### src/rtl/node_backprop_pkg.sv
// Shared types and constants for the forward/backward neuron node pair.
package node_pkg;

  localparam int unsigned NODE_WIDTH = 8;

  typedef logic signed [NODE_WIDTH-1:0]   operand_t;
  typedef logic signed [2*NODE_WIDTH-1:0] product_t;
  typedef logic        [NODE_WIDTH-1:0]   data_t;

  typedef enum logic [2:0] {
    IDLE,
    ARMED,
    DERIV,
    WORK,
    DONE
  } state_t;

  localparam operand_t SAT_MAX = operand_t'((2 ** (NODE_WIDTH - 1)) - 1);
  localparam operand_t SAT_MIN = operand_t'(-(2 ** (NODE_WIDTH - 1)));

endpackage

### src/rtl/node_backprop_if.sv
// Handshake and data bundle between the backprop node and its neighbours.
// The slave side is the node itself; the master side drives and observes it.
interface node_backprop_if #(
  parameter int unsigned WIDTH = 8,
  parameter int unsigned DEPTH = 2
);
  logic                        forward_valid;
  logic [DEPTH-1:0][WIDTH-1:0] forward_data;
  logic [WIDTH-1:0]            forward_activation;
  logic                        forward_ready;
  logic                        backprop_valid;
  logic [WIDTH-1:0]            backprop_data;
  logic                        backprop_ready;
  logic                        delta_valid;
  logic [DEPTH-1:0][WIDTH-1:0] delta_data;
  logic                        delta_ready;
  logic [DEPTH-1:0][WIDTH-1:0] weight;

  modport slave (
    input  forward_valid, forward_data, forward_activation,
    input  backprop_valid, backprop_data, delta_ready,
    output forward_ready, backprop_ready, delta_valid, delta_data, weight
  );

  modport master (
    output forward_valid, forward_data, forward_activation,
    output backprop_valid, backprop_data, delta_ready,
    input  forward_ready, backprop_ready, delta_valid, delta_data, weight
  );
endinterface

### src/rtl/node_backprop_fixed_mul_shift.sv
// result = addend + ((a * b) >>> SHIFT), on a 2*WIDTH signed product,
// either clamped to the WIDTH signed range (SATURATE=1) or wrapped.
module fixed_mul_shift #(
  parameter int unsigned WIDTH    = 8,
  parameter int unsigned SHIFT    = 7,
  parameter bit          SATURATE = 1'b0
) (
  input  logic signed [WIDTH-1:0] a_i,
  input  logic signed [WIDTH-1:0] b_i,
  input  logic signed [WIDTH-1:0] addend_i,
  output logic signed [WIDTH-1:0] result_o
);

  localparam logic signed [2*WIDTH:0] MAXV = (2*WIDTH+1)'((2 ** (WIDTH - 1)) - 1);
  localparam logic signed [2*WIDTH:0] MINV = (2*WIDTH+1)'(-(2 ** (WIDTH - 1)));

  logic signed [2*WIDTH-1:0] prod;
  logic signed [2*WIDTH-1:0] shifted;
  logic signed [2*WIDTH:0]   sum;

  // multiply, shift, accumulate, then clamp or wrap to WIDTH
  always_comb begin
    prod    = a_i * b_i;
    shifted = prod >>> SHIFT;
    sum     = (2*WIDTH+1)'(shifted) + (2*WIDTH+1)'(addend_i);
    if (SATURATE && (sum > MAXV)) begin
      result_o = WIDTH'(MAXV);
    end else if (SATURATE && (sum < MINV)) begin
      result_o = WIDTH'(MINV);
    end else begin
      result_o = WIDTH'(sum);
    end
  end

endmodule

### src/rtl/node_backprop.sv
// Backward-pass node: logistic-derivative gradient, per-input deltas and
// in-place weight update, one input index per WORK cycle.
// Optional macro NODE_BACKPROP_SATURATE_EN clamps weight updates instead of wrapping.
module node_backprop
  import node_pkg::*;
#(
  parameter int unsigned WIDTH      = 8,
  parameter int unsigned DEPTH      = 2,
  parameter int unsigned RATE_SHIFT = 0
) (
  input logic            clock,
  input logic            reset,
  node_backprop_if.slave bus
);

  localparam int unsigned CW = $clog2(DEPTH);
`ifdef NODE_BACKPROP_SATURATE_EN
  localparam bit SAT_EN = 1'b1;
`else
  localparam bit SAT_EN = 1'b0;
`endif

  state_t                      state_q, state_d;
  logic [CW-1:0]               cnt_q, cnt_d;
  logic [DEPTH-1:0][WIDTH-1:0] x_q;
  logic [DEPTH-1:0][WIDTH-1:0] w_q;
  logic [DEPTH-1:0][WIDTH-1:0] delta_q;
  logic [WIDTH-1:0]            a_q;
  logic [WIDTH-1:0]            e_q;
  logic [WIDTH-1:0]            g_q;

  logic [2*WIDTH-1:0] a_ext;
  logic [2*WIDTH-1:0] deriv_prod;
  logic [WIDTH-1:0]   deriv;
  logic [WIDTH-1:0]   g_next;
  logic [WIDTH-1:0]   delta_next;
  logic [WIDTH-1:0]   w_next;
  logic [WIDTH-1:0]   w_cur;
  logic [WIDTH-1:0]   x_cur;

  // logistic derivative a*(1-a); peaks at 2^(WIDTH-2), so it fits a signed operand
  always_comb begin
    a_ext      = (2*WIDTH)'(a_q);
    deriv_prod = a_ext * (((2*WIDTH)'(1) << WIDTH) - a_ext);
    deriv      = WIDTH'(deriv_prod >> WIDTH);
    w_cur      = w_q[cnt_q];
    x_cur      = x_q[cnt_q];
  end

  fixed_mul_shift #(.WIDTH(WIDTH), .SHIFT(WIDTH), .SATURATE(1'b0)) u_grad (
    .a_i(e_q), .b_i(deriv), .addend_i('0), .result_o(g_next)
  );

  fixed_mul_shift #(.WIDTH(WIDTH), .SHIFT(WIDTH-1), .SATURATE(1'b0)) u_delta (
    .a_i(w_cur), .b_i(g_q), .addend_i('0), .result_o(delta_next)
  );

  fixed_mul_shift #(.WIDTH(WIDTH), .SHIFT(WIDTH-1+RATE_SHIFT), .SATURATE(SAT_EN)) u_update (
    .a_i(g_q), .b_i(x_cur), .addend_i(w_cur), .result_o(w_next)
  );

  // next-state and handshake decode
  always_comb begin
    state_d            = state_q;
    cnt_d              = cnt_q;
    bus.forward_ready  = 1'b0;
    bus.backprop_ready = 1'b0;
    bus.delta_valid    = 1'b0;
    case (state_q)
      IDLE: begin
        bus.forward_ready = 1'b1;
        if (bus.forward_valid) state_d = ARMED;
      end
      ARMED: begin
        bus.backprop_ready = 1'b1;
        if (bus.backprop_valid) state_d = DERIV;
      end
      DERIV: state_d = WORK;
      WORK: begin
        if (cnt_q == CW'(DEPTH - 1)) begin
          cnt_d   = '0;
          state_d = DONE;
        end else begin
          cnt_d = cnt_q + 1'b1;
        end
      end
      DONE: begin
        bus.delta_valid = 1'b1;
        if (bus.delta_ready) state_d = IDLE;
      end
      default: state_d = IDLE;
    endcase
  end

  // state and index counter
  always_ff @(posedge clock) begin
    if (reset) begin
      state_q <= IDLE;
      cnt_q   <= '0;
    end else begin
      state_q <= state_d;
      cnt_q   <= cnt_d;
    end
  end

  // captured operands, gradient and deltas (no reset needed)
  always_ff @(posedge clock) begin
    if (state_q == IDLE && bus.forward_valid) begin
      x_q <= bus.forward_data;
      a_q <= bus.forward_activation;
    end
    if (state_q == ARMED && bus.backprop_valid) e_q <= bus.backprop_data;
    if (state_q == DERIV) g_q <= g_next;
    if (state_q == WORK) delta_q[cnt_q] <= delta_next;
  end

  // weights: each entry rewritten once, at the end of its WORK cycle
  always_ff @(posedge clock) begin
    if (reset) begin
      w_q <= '0;
    end else if (state_q == WORK) begin
      w_q[cnt_q] <= w_next;
    end
  end

  assign bus.weight     = w_q;
  assign bus.delta_data = delta_q;

endmodule

### src/flat_wrapper.sv
// flat-port wrapper written by rule: the top's interface ports become plain ports
module node_backprop_flat import node_pkg::*;
#(
  parameter int unsigned WIDTH      = 8,
  parameter int unsigned DEPTH      = 2,
  parameter int unsigned RATE_SHIFT = 0
)
  (clock, reset, bus_forward_valid, bus_forward_data, bus_forward_activation, bus_backprop_valid, bus_backprop_data, bus_delta_ready, bus_forward_ready, bus_backprop_ready, bus_delta_valid, bus_delta_data, bus_weight);
  node_backprop_if #(.WIDTH(WIDTH), .DEPTH(DEPTH)) bus_i ();
  input logic clock;
  input logic reset;
  input wire logic [$bits(bus_i.forward_valid)-1:0] bus_forward_valid;
  input wire logic [$bits(bus_i.forward_data)-1:0] bus_forward_data;
  input wire logic [$bits(bus_i.forward_activation)-1:0] bus_forward_activation;
  input wire logic [$bits(bus_i.backprop_valid)-1:0] bus_backprop_valid;
  input wire logic [$bits(bus_i.backprop_data)-1:0] bus_backprop_data;
  input wire logic [$bits(bus_i.delta_ready)-1:0] bus_delta_ready;
  output wire logic [$bits(bus_i.forward_ready)-1:0] bus_forward_ready;
  output wire logic [$bits(bus_i.backprop_ready)-1:0] bus_backprop_ready;
  output wire logic [$bits(bus_i.delta_valid)-1:0] bus_delta_valid;
  output wire logic [$bits(bus_i.delta_data)-1:0] bus_delta_data;
  output wire logic [$bits(bus_i.weight)-1:0] bus_weight;
  assign bus_i.forward_valid = bus_forward_valid;
  assign bus_i.forward_data = bus_forward_data;
  assign bus_i.forward_activation = bus_forward_activation;
  assign bus_i.backprop_valid = bus_backprop_valid;
  assign bus_i.backprop_data = bus_backprop_data;
  assign bus_i.delta_ready = bus_delta_ready;
  assign bus_forward_ready = bus_i.forward_ready;
  assign bus_backprop_ready = bus_i.backprop_ready;
  assign bus_delta_valid = bus_i.delta_valid;
  assign bus_delta_data = bus_i.delta_data;
  assign bus_weight = bus_i.weight;
  node_backprop #(.WIDTH(WIDTH), .DEPTH(DEPTH), .RATE_SHIFT(RATE_SHIFT)) u_core (.clock(clock), .reset(reset), .bus(bus_i));
endmodule
### config.mk
export PLATFORM = sky130hd
export DESIGN_NAME = node_backprop_flat
export DESIGN_NICKNAME = d
export VERILOG_FILES = /design/src/rtl/node_backprop_pkg.sv /design/src/rtl/node_backprop_if.sv /design/src/rtl/node_backprop_fixed_mul_shift.sv /design/src/rtl/node_backprop.sv /design/src/flat_wrapper.sv
export SDC_FILE = /design/constraint.sdc
export NUM_CORES = 1
export LEC_CHECK = 0
export BUFFER_PORTS_ARGS = -buffer_cell sky130_fd_sc_hd__buf_4
export CELL_PAD_IN_SITES_DETAIL_PLACEMENT = 0
export CELL_PAD_IN_SITES_GLOBAL_PLACEMENT = 2
export CORE_UTILIZATION = 36
export DETAILED_ROUTE_END_ITERATION = 10
export PLACE_DENSITY_LB_ADDON = 0.3
export SYNTH_ARGS = -nofsm -noshare
export SYNTH_HDL_FRONTEND = slang
export SYNTH_HIERARCHICAL = 1
export SYNTH_SLANG_ARGS = --single-unit
export TNS_END_PERCENT = 20
### constraint.sdc
create_clock -name clock -period 10.7 [get_ports clock]
set_input_delay 1.605 -clock clock [delete_from_list [all_inputs] [get_ports clock]]
set_output_delay 1.605 -clock clock [all_outputs]
set_load 0.1 [all_outputs]
# Word level (Yosys, flattened, before mapping)

Index checks and enable logic that the tools add are counted.

Input bits: 37
Register bits after elaboration: 76
Output and inout bits: 35
Logic and storage cells: 50

$add $sub $neg: 3
Reductions and logical operators: 5
Order comparisons: 2
Multiplexer cells: 17
Equality and inequality tests: 8
Multiply operators: 4

Operators with widths:

| kind                                                                          | number |
|---|---|
| 8-bit 2-to-1 mux                                                              | 5 |
| 16-bit bitwise mux                                                            | 2 |
| 8-bit by 8-bit multiplier with 15-bit output                                  | 2 |
| 8-bit by 16-bit multiplier with 16-bit output                                 | 1 |
| 8-bit by 8-bit multiplier with 16-bit output                                  | 1 |
| 3-bit one-hot mux with 5 select lines                                         | 1 |
| 3-bit 2-to-1 mux                                                              | 4 |
| 9-bit by 8-bit subtractor with 10-bit output (first input constant)           | 1 |
| 8-bit adder                                                                   | 1 |
| 8-bit demux with 1-bit select                                                 | 1 |
| 3-bit by 2-bit == test with 1-bit output (second input constant)              | 2 |
| 2-bit != test (second input constant)                                         | 3 |
| 1-bit 2-to-1 mux                                                              | 4 |
| 4-bit AND reduction                                                           | 1 |
| 3-bit by 1-bit == test with 1-bit output (second input constant)              | 1 |
| 3-bit == test (second input constant)                                         | 1 |
| 1-bit logical AND                                                             | 3 |
| 3-bit logical NOT                                                             | 1 |
| 1-bit by 2-bit less-than comparator with 1-bit output (second input constant) | 1 |
| 2-bit by 1-bit != test with 1-bit output (second input constant)              | 1 |
| 1-bit adder (second input constant)                                           | 1 |
| 1-bit >= comparator (second input constant)                                   | 1 |

# Logic depth before layout (Yosys ltp)

Gate-level depths: netlist of the first run.

Depth after elaboration: 5
Gate-level depth with buffers: 43
Gate-level depth less buffers: 42

# Cells and area by module

Netlist of the first run, hierarchy kept.

By module, submodules not included:

| module                            | area an instance (um^2) | cells each | times used | seq. area each (um^2) |
|---|---|---|---|---|
| node_backprop                     | 4948.5                  | 430        | 1          | 2082.0 |
| fixed_mul_shift (u_core.u_grad)   | 2583.7                  | 289        | 1          | 0.0 |
| fixed_mul_shift (u_core.u_delta)  | 2496.1                  | 288        | 1          | 0.0 |
| fixed_mul_shift (u_core.u_update) | 2488.6                  | 278        | 1          | 0.0 |

# Worst setup path after synthesis of the first run

OpenSTA, ideal clock, no wires.

Kind: register -> register
From: reg u_core.a_q[0]
To: reg u_core.g_q[6], data pin
Data arrival time: 9.351 ns
Setup time: 0.257 ns
Setup slack: 1.092 ns
Required time: 10.443 ns
Clock period less this slack: 9.608 ns
Cell stages (with the launch flop): 38
Path through: edfxtp_1 clkbuf_1 inv_1 ha_1 nand2b_1 or4_1 inv_1 ha_1 nand2b_1 fa_1 inv_1 fa_1 fa_1 inv_1 fa_1 inv_1 ha_1 and3_1 [... 2 more ...] nor2_1 inv_1 nor2_1 fa_1 fa_1 fa_1 inv_1 fa_1 inv_1 ha_1 a21o_1 a21oi_1 a2bb2oi_1 nand3b_1 a211oi_1 nor2_1 ha_1 xnor2_1

Cells in the longest elaborated chain, start to end: 3

RTL lines:

| item                                            | line                                | source |
|---|---|---|
| from (decl)                                     | node_backprop.sv:28                 | `logic [WIDTH-1:0] a_q;` |
| from (signal assigned)                          | node_backprop.sv:110                | `a_q <= bus.forward_activation;` |
| 9-bit by 8-bit subtractor with 10-bit output    | node_backprop.sv:44                 | `deriv_prod = a_ext * (((2*WIDTH)'(1) << WIDTH) - a_ext);` |
| 8-bit by 16-bit multiplier with 16-bit output * | node_backprop.sv:44                 |  |
| via u_core.deriv_prod[15]                       | node_backprop.sv:33                 | `logic [2*WIDTH-1:0] deriv_prod;` |
| 8-bit by 8-bit multiplier with 16-bit output *  | node_backprop_fixed_mul_shift.sv:23 | `prod = a_i * b_i;` |
| via u_core.g_next[6]                            | node_backprop.sv:35                 | `logic [WIDTH-1:0] g_next;` |
| to (signal assigned)                            | node_backprop.sv:113                | `if (state_q == DERIV) g_q <= g_next;` |
| to (decl)                                       | node_backprop.sv:30                 | `logic [WIDTH-1:0] g_q;` |

Mark *: on every way through the listed nets, which the timed path passes. The rest lies on a longest branch.
A chain may end at the register's enable or synchronous reset.

# Worst setup path after layout of the first run

From: reg u_core.a_q[1]
To: reg u_core.g_q[6], data pin

The elaborated chain is that of the path after synthesis.

==> flow_metrics.tcl, run 1 <==
set metrics [dict create \
    holdBufCountCts 0 \
    relSlewSlack_pct 26.7 \
    finalHoldViolCount 0 \
    routed_wl_um 25400 \
    fill_cells 3460 \
    cts_buffers 9 \
    core_area_um2 33900 \
    clk_pin_slew_ps 70 \
    diodes 0 \
    place_congestion 0.774 \
    grt_max_degree 25 \
    critical-path-max-stage-delay_ps 550 \
    nets 1752 \
    ios 72 \
    endpoint "u_core/g_q[6]$_DFFE_PN_" \
    portBuffers 71 \
    r2r_start "u_core/a_q[1]$_DFFE_PP_" \
    multi_input_area_um2 9370 \
    skew_ps 12.7 \
    rsz0062_at_grt "no" \
    critical_path.most_common_cell "inv_1" \
    fin_util_pct 41.3 \
    drv_cap 0 \
    hp-class "flip-flop to flip-flop" \
    cts.path.max_buffers 2 \
    drive_above_1_share_pct 9.78 \
    htreeDepth 3 \
    overflow 0 \
    dp_hpwl_um 21100 \
    stdcell_area_um2 14000 \
    fmax_mhz 99.9 \
    layout.area.seq_um2 2080 \
    grt_pass1_vias 9258 \
    placed_area_um2 13700 \
    first_iter_violations 266 \
    syn2layout_area_growth_pct 11.9 \
    via_per_inst 4.52 \
    avgSynthCellArea_um2 9.74 \
    drcViolationCount 0 \
    synth-async-reset-ratio_pct 0 \
    r2r_slack_ps 690 \
    startpoint "u_core/a_q[1]$_DFFE_PP_" \
    synth-seq-area-share_pct 16.6 \
    synth_ff_type "edfxtp_1" \
    synth_enable_flop_cells 56 \
    crit_path_start_kind "flip-flop" \
    setup_viol 0 \
    start_util_pct 37.0 \
    num_rows 67 \
    fp.dieW_um 188 \
    postCtsSetupBuffers 0 \
    outcome "finished, final reports clean" \
    cpMaxStageDelayCell "edfxtp_1" \
    required_ps 10820 \
    synth_area_um2 12500 \
    cts_resized 0 \
    drv_slew 0 \
    cts-root-buf "clkbuf_16" \
    worstMarginPinSlew_ps 1100 \
    rr_endpoint "u_core/g_q[6]$_DFFE_PN_" \
    synthDistinctLibCells 65 \
    grt_pass1_wl_um 44900 \
    synth-seq-cells 76 \
    clkSinkCount 76 \
    vias 8266 \
    reg2regPathDepth 38 \
    critPathKind "flip-flop to flip-flop" \
    cp_data_arrival_time_ps 10130 \
    die_h_um 188 \
    crit_path_max_fanout 10 \
    antenna_found_initial 1 \
    finalCritPeriodShare_pct 93.5 \
    cts_tree "built" \
    end_kind "flip-flop" \
    track_usage_pct 16.0 \
    clock_latency_ps 370 \
    ant_nets 0 \
    die-area_um2 35500 \
    fin_setup_tns_ps 0 \
    wl_per_cell_um 13.9 \
    drt_first_pass_iters 4 \
    syn_inst 1285 \
    yosysWarningCount 6 \
    period_needed_ps 10010 \
]
## worst max-delay path: cells and delay by family (launching register included)
kind | cells | cell delay [ps]
AOI/OAI and AO/OA | 5 | 1400
xor gates and xnor gates | 2 | 330
DFF | 1 | 550
and+or+nand+nor | 9 | 1800
buffers and inverters | 9 | 690
adders and majority gates | 13 | 5020
## final cells by class
| type | count | area share, % |
|---|---|---|
| inverter | 293 | 7.86 |
| clock inverter | 5 | 0.277 |
| multi-input combinational | 919 | 66.9 |
| clock buffer | 11 | 1.97 |
| sequential | 76 | 14.9 |
| tap | 448 | 4.00 |
| timing repair buffer | 77 | 4.13 |
## worst min-delay path by stage
| stage | startpoint | end | slack [ps] | cells past startpoint |
|---|---|---|---|---|
| CTS | u_core/bus.weight[8]$_SDFFE_PP0P_ | u_core/bus.weight[8]$_SDFFE_PP0P_ | 470 | 2 |
| floorplan | u_core/state_q[2]$_SDFFE_PP0P_ | u_core/state_q[0]$_SDFFE_PP0P_ | 470 | 1 |
| global route | u_core/bus.weight[1]$_SDFFE_PP0P_ | u_core/bus.weight[1]$_SDFFE_PP0P_ | 500 | 2 |
| detailed placement | u_core/bus.weight[8]$_SDFFE_PP0P_ | u_core/bus.weight[8]$_SDFFE_PP0P_ | 460 | 2 |
| finish | u_core/bus.weight[8]$_SDFFE_PP0P_ | u_core/bus.weight[8]$_SDFFE_PP0P_ | 470 | 2 |
| global placement | u_core/bus.weight[8]$_SDFFE_PP0P_ | u_core/bus.weight[8]$_SDFFE_PP0P_ | 460 | 2 |
## layer usage
layer | global-route usage, % | up-vias | part of all wire, % | wire [µm]
met5 | 0 | - | 0.035 | 9
met4 | 4.56 | 2 | 1.6 | 402
met3 | 2.66 | 23 | 2.8 | 702
met2 | 28.5 | 72 | 50 | 12600
met1 | 19.8 | 4051 | 46 | 11700
li1 | - | 4118 | - | -
## sequential cells by signal (all words and copies together), names as in the netlist
signal,count
u_core/g_q,8
u_core/e_q,8
u_core/cnt_q,1
u_core/bus.weight,16
u_core/bus.delta_data,16
u_core/a_q,8
u_core/state_q,3
u_core/x_q,16
## kinds of logic (layout without fill, tap and decap cells)
| logic type | count (synthesis) | count (layout) | synth area share (%) |
|---|---|---|---|
| compound gates | 100 | 100 | 5.82 |
| xor+xnor | 72 | 72 | 5.04 |
| fa+ha+maj | 339 | 339 | 45.6 |
| buf+inv | 312 | 386 | 9.42 |
| flops | 76 | 76 | 16.6 |
| mux | 18 | 18 | 1.60 |
| other cells | 1 | 23 | 0.0300 |
| simple gates | 367 | 367 | 15.8 |
## cells in the mapped netlist (3+ instances only)
cell / instances / share of area, %
nand2_1: 93 / 2.8
and3_1: 8 / 0.40
inv_1: 291 / 8.7
a21oi_2: 3 / 0.21
nor3b_1: 4 / 0.24
ha_1: 143 / 14
a21oi_1: 32 / 1.3
mux2_2: 16 / 1.4
a211oi_1: 3 / 0.18
o21bai_1: 4 / 0.24
xnor2_1: 62 / 4.3
nand3_1: 5 / 0.20
or2_2: 3 / 0.15
nand2b_1: 31 / 1.5
o21ai_1: 5 / 0.20
nor2b_1: 34 / 1.7
nor2_1: 37 / 1.1
dfxtp_1: 20 / 3.2
clkbuf_1: 13 / 0.39
fa_1: 196 / 31
edfxtp_1: 56 / 13
a21o_1: 15 / 0.90
and2_1: 127 / 6.3
buf_2: 3 / 0.12
xor2_1: 10 / 0.70
nor3_1: 11 / 0.44
o21ai_0: 10 / 0.40
## through the flow
step / hold slack (ps) / setup slack [ps] / std cells
floorplan: 473 / 1090 / 1307
global placement: 459 / 611 / 1813
detailed placement: 463 / 486 / 1813
CTS: 473 / 463 / 1829
global route: 495 / 4.01 / 1829
finish: 469 / 691 / 1829
## cells in the final DEF, fill, tap and decap left out, types with 3 or more instances in the layout
cell	n
a211oi_1	3
o21bai_1	4
nand2b_1	31
xor2_1	9
a21oi_2	3
ha_1	143
nor2b_1	34
clkbuf_16	11
fa_1	196
nand2_1	93
a21oi_1	32
nor2_1	36
mux2_2	16
nor3_1	11
xnor2_1	62
nor3b_1	4
conb_1	23
dfxtp_1	20
o21ai_0	10
and3_1	8
o21ai_1	5
a21o_1	15
and2_1	127
buf_4	77
nand3_1	5
edfxtp_1	56
or2_2	3
inv_1	292
Power of run 1 is not shown: default switching activity piles up to over one toggle a cycle in this logic, so the estimate is an artifact.
==> run 2, diff against run 1 <==
- PLACE_DENSITY: default -> 0.74
- PLACE_DENSITY_LB_ADDON: 0.3 -> default
==> run 2 against run 1 <==
Clock skew is 0.95 ps higher. Maximum frequency is 1.0% lower. Sequential share of layout area about the same. Global-route usage decreased by 0.13 points. Sequential cell count unchanged. Core utilization is essentially flat. First-iteration DRC count is 29% higher. Count of clock-buffer cells in the layout did not move. Register-to-register slack lost 110 ps. Via count is 0.81% higher. Setup slack worse by 110 ps. Critical endpoint unchanged. Highest routed layer unchanged.
==> flow_metrics.tcl, run 2 (synthesized netlist as in run 1, its figures left out) <==
set metrics [dict create \
    outcome "finished, final reports clean" \
    hold_slack_ps 476 \
    htreeDepth 3 \
    clk_pin_slew_ps 70 \
    dp_hpwl_um 21100 \
    critical_path.most_common_cell "inv_1" \
    wl_per_cell_um 13.8 \
    routed_wl_um 25300 \
    grt_pass1_wl_um 44700 \
    fill_cells 3432 \
    die_h_um 188 \
    critical-path-max-stage-delay_ps 540 \
    worstMarginPinSlew_ps 1250 \
    drive_above_1_share_pct 9.91 \
    crit_path_max_fanout 10 \
    ios 72 \
    relSlewSlack_pct 16.7 \
    finalHoldViolCount 0 \
    grt_pass1_vias 9180 \
    fmax_mhz 98.9 \
    drv_cap 0 \
    num_rows 67 \
    cts_buffers 9 \
    diodes 0 \
    cts.path.max_buffers 2 \
    vias 8333 \
    period_needed_ps 10110 \
    core_area_um2 33900 \
    pre_cts_slack_ps 424 \
    grt_max_degree 25 \
    fin_setup_tns_ps 0 \
    place_congestion 0.780 \
    cts-root-buf "clkbuf_16" \
    critPathKind "flip-flop to flip-flop" \
    finalCritPeriodShare_pct 94.5 \
    clkSinkCount 76 \
    cp_data_arrival_time_ps 10240 \
    end_kind "flip-flop" \
    start_util_pct 37.0 \
    cpMaxStageDelayCell "edfxtp_1" \
    rsz0062_at_grt "no" \
    fp.dieW_um 188 \
    drcViolationCount 0 \
    clock_latency_ps 370 \
    hp-class "flip-flop to flip-flop" \
    skew_ps 13.6 \
    placed_area_um2 13700 \
    required_ps 10820 \
    nets 1754 \
    die-area_um2 35500 \
    cts_tree "built" \
    timing.final.ws_setup_ps 585 \
    final_common_cell "inv_1" \
    syn2layout_area_growth_pct 11.9 \
    track_usage_pct 15.9 \
    crit_path_start_kind "flip-flop" \
    antenna_found_initial 1 \
    overflow 0 \
    ant_nets 0 \
    portBuffers 71 \
    drv_slew 0 \
    mostFrequentLayoutCells "inv_1 (292), fa_1 (196), ha_1 (143), and2_1 (127), nand2_1 (93)" \
    setup_viol 0 \
    stdcell_area_um2 14000 \
    first_iter_violations 343 \
    via_per_inst 4.55 \
    drt_first_pass_iters 7 \
]
## run 2: worst max-delay path: cells and delay by family (launching register included)
family,cells,cell delay [ps]
buf+inv,9,690
flops,1,540
simple gates,9,1790
fa+ha+maj,13,4980
xor+xnor,2,350
compound gates,5,1480
## run 2: metal layers
metal / part of all wire [%] / vias to the layer above / global-route usage, %
li1: - / 4124 / -
met1: 47 / 4090 / 20.0
met2: 48 / 94 / 27.8
met3: 3.0 / 23 / 2.51
met4: 1.8 / 2 / 4.87
met5: 0.039 / - / 0
## run 2: repair_timing
item / 4_1_cts / 5_1_grt
setup buffers: 0 / 0
setup endpoints to repair: 0 / 1
hold endpoints to repair: 0 / 0
gates resized for setup: 0 / 3
hold buffers: 0 / 0
## run 2: layout make-up
| type | instances | area (µm²) | area share (%) |
|---|---|---|---|
| clock buffer | 11 | 275 | 1.97 |
| timing repair buffer | 79 | 593 | 4.23 |
| tap | 448 | 561 | 4.00 |
| clock inverter | 5 | 38.8 | 0.277 |
| multi-input combinational | 919 | 9360 | 66.8 |
| inverter | 293 | 1100 | 7.86 |
| sequential | 76 | 2080 | 14.9 |
## run 2: final timing paths
path	from	end	slack [ps]	cells past startpoint
max	u_core/a_q[1]$_DFFE_PP_	u_core/g_q[6]$_DFFE_PN_	590	38
min	u_core/bus.weight[10]$_SDFFE_PP0P_	u_core/bus.weight[10]$_SDFFE_PP0P_	480	2
max reg2reg	u_core/a_q[1]$_DFFE_PP_	u_core/g_q[6]$_DFFE_PN_	590	38
min reg2reg	u_core/bus.weight[10]$_SDFFE_PP0P_	u_core/bus.weight[10]$_SDFFE_PP0P_	480	2
## run 2: through the flow
stage	instances	utilization, %
finish	1831	41.4
detailed placement	1815	40.4
floorplan	1307	-
global placement	1815	40.4
global route	1831	41.4
CTS	1831	41.3
Power of run 2 is left out for the same reason.
==> run 3, diff against run 2 <==
- MAX_ROUTING_LAYER: default -> met4
- SKIP_CTS_REPAIR_TIMING: default -> 1
==> run 3 against run 2 <==
Register-to-register slack worse by 20 ps. Via count fell by 0.26%. Sequential cell count unchanged. Routed wire length down 0.18%. Clock skew is 1.1 ps higher. Core utilization about the same. Highest routed layer is now met4. Non-clock buffer count did not move. Final cell count barely moved. Critical endpoint unchanged.
==> flow_metrics.tcl, run 3 (synthesized netlist as in run 1, its figures left out) <==
set metrics [dict create \
    outcome "finished, final reports clean" \
    setup_viol 0 \
    drcViolationCount 0 \
    start_util_pct 37.0 \
    cts-root-buf "clkbuf_16" \
    cts_tree "built" \
    critical-path-max-stage-delay_ps 550 \
    syn2layout_area_growth_pct 11.9 \
    vias 8311 \
    drv_cap 0 \
    final_common_cell "inv_1" \
    clkSinkCount 76 \
    ios 72 \
    wl_per_cell_um 13.8 \
    crit_path_start_kind "flip-flop" \
    cts.path.max_buffers 2 \
    place_congestion 0.790 \
    skew_ps 14.8 \
    worstMarginPinSlew_ps 1190 \
    cpMaxStageDelayCell "edfxtp_1" \
    dp_hpwl_um 21100 \
    fin_setup_tns_ps 0 \
    critical_path.most_common_cell "inv_1" \
    fp.dieW_um 188 \
    portBuffers 71 \
    cts_buffers 9 \
    die_h_um 188 \
    ant_nets 0 \
    drt_first_pass_iters 6 \
    mostFrequentLayoutCells "inv_1 (292), fa_1 (196), ha_1 (143), and2_1 (127), nand2_1 (93)" \
    grt_pass1_wl_um 44700 \
    relSlewSlack_pct 20.2 \
    routed_wl_um 25300 \
    die-area_um2 35500 \
    required_ps 10820 \
    nets 1754 \
    grt_pass1_vias 9176 \
    fill_cells 3432 \
    track_usage_pct 16.3 \
    htreeDepth 3 \
    drive_above_1_share_pct 9.91 \
    finalHoldViolCount 0 \
    fmax_mhz 98.6 \
    num_rows 67 \
    grt_max_degree 25 \
    end_kind "flip-flop" \
    cp_data_arrival_time_ps 10260 \
    drv_slew 0 \
    clock_latency_ps 370 \
    critPathKind "flip-flop to flip-flop" \
    overflow 0 \
    via_per_inst 4.54 \
    rsz0062_at_grt "no" \
    antenna_found_initial 1 \
    hp-class "flip-flop to flip-flop" \
    crit_path_max_fanout 10 \
    finalCritPeriodShare_pct 94.8 \
    core_area_um2 33900 \
    period_needed_ps 10140 \
    first_iter_violations 347 \
    clk_pin_slew_ps 70 \
]
run 3: metal layers:
metal	vias up	wire (µm)	global-route usage, %
met5	-	0	-
met1	4078	11900	20.0
met2	86	12200	27.8
met4	0	448	4.87
met3	22	730	2.51
li1	4125	-	-
run 3: critical path: cells and delay by family, from the launching register on:
family	cells	cell delay, ps
compound gates	5	1490
xor+xnor	2	360
fa+ha+maj	13	4990
buf+inv	9	690
flops	1	550
simple gates	9	1790
run 3: path summary, 6_finish.rpt:
kind / from / endpoint / slack (ps) / depth (start not counted)
worst max register to register: u_core/a_q[1]$_DFFE_PP_ / u_core/g_q[6]$_DFFE_PN_ / 560 / 38
worst max-delay path: u_core/a_q[1]$_DFFE_PP_ / u_core/g_q[6]$_DFFE_PN_ / 560 / 38
worst min-delay path: u_core/bus.weight[1]$_SDFFE_PP0P_ / u_core/bus.weight[1]$_SDFFE_PP0P_ / 470 / 2
worst min register to register: u_core/bus.weight[1]$_SDFFE_PP0P_ / u_core/bus.weight[1]$_SDFFE_PP0P_ / 470 / 2
run 3: cell type report:
class | instances | area [µm²] | share of cell area [%]
diodes | 1 | 2.50 | 0.0179
clock buffers | 11 | 275 | 1.96
clock inverters | 5 | 38.8 | 0.277
inverters | 293 | 1100 | 7.86
multi-input cells | 919 | 9360 | 66.8
flip-flops and latches | 76 | 2080 | 14.9
well taps | 448 | 561 | 4.00
repair buffers | 79 | 593 | 4.23
run 3: metrics by stage:
step | hold slack (ps) | area (µm²) | worst slack (ps) | utilization [%] | instances
floorplan | 473 | 12600 | 1090 | - | 1307
global placement | 464 | 13700 | 575 | 40.4 | 1815
detailed placement | 468 | 13700 | 424 | 40.4 | 1815
CTS | 478 | 14000 | 419 | 41.3 | 1831
global route | 499 | 14000 | 71.3 | 41.4 | 1832
finish | 475 | 14000 | 561 | 41.4 | 1832
Power of run 3 is left out for the same reason.
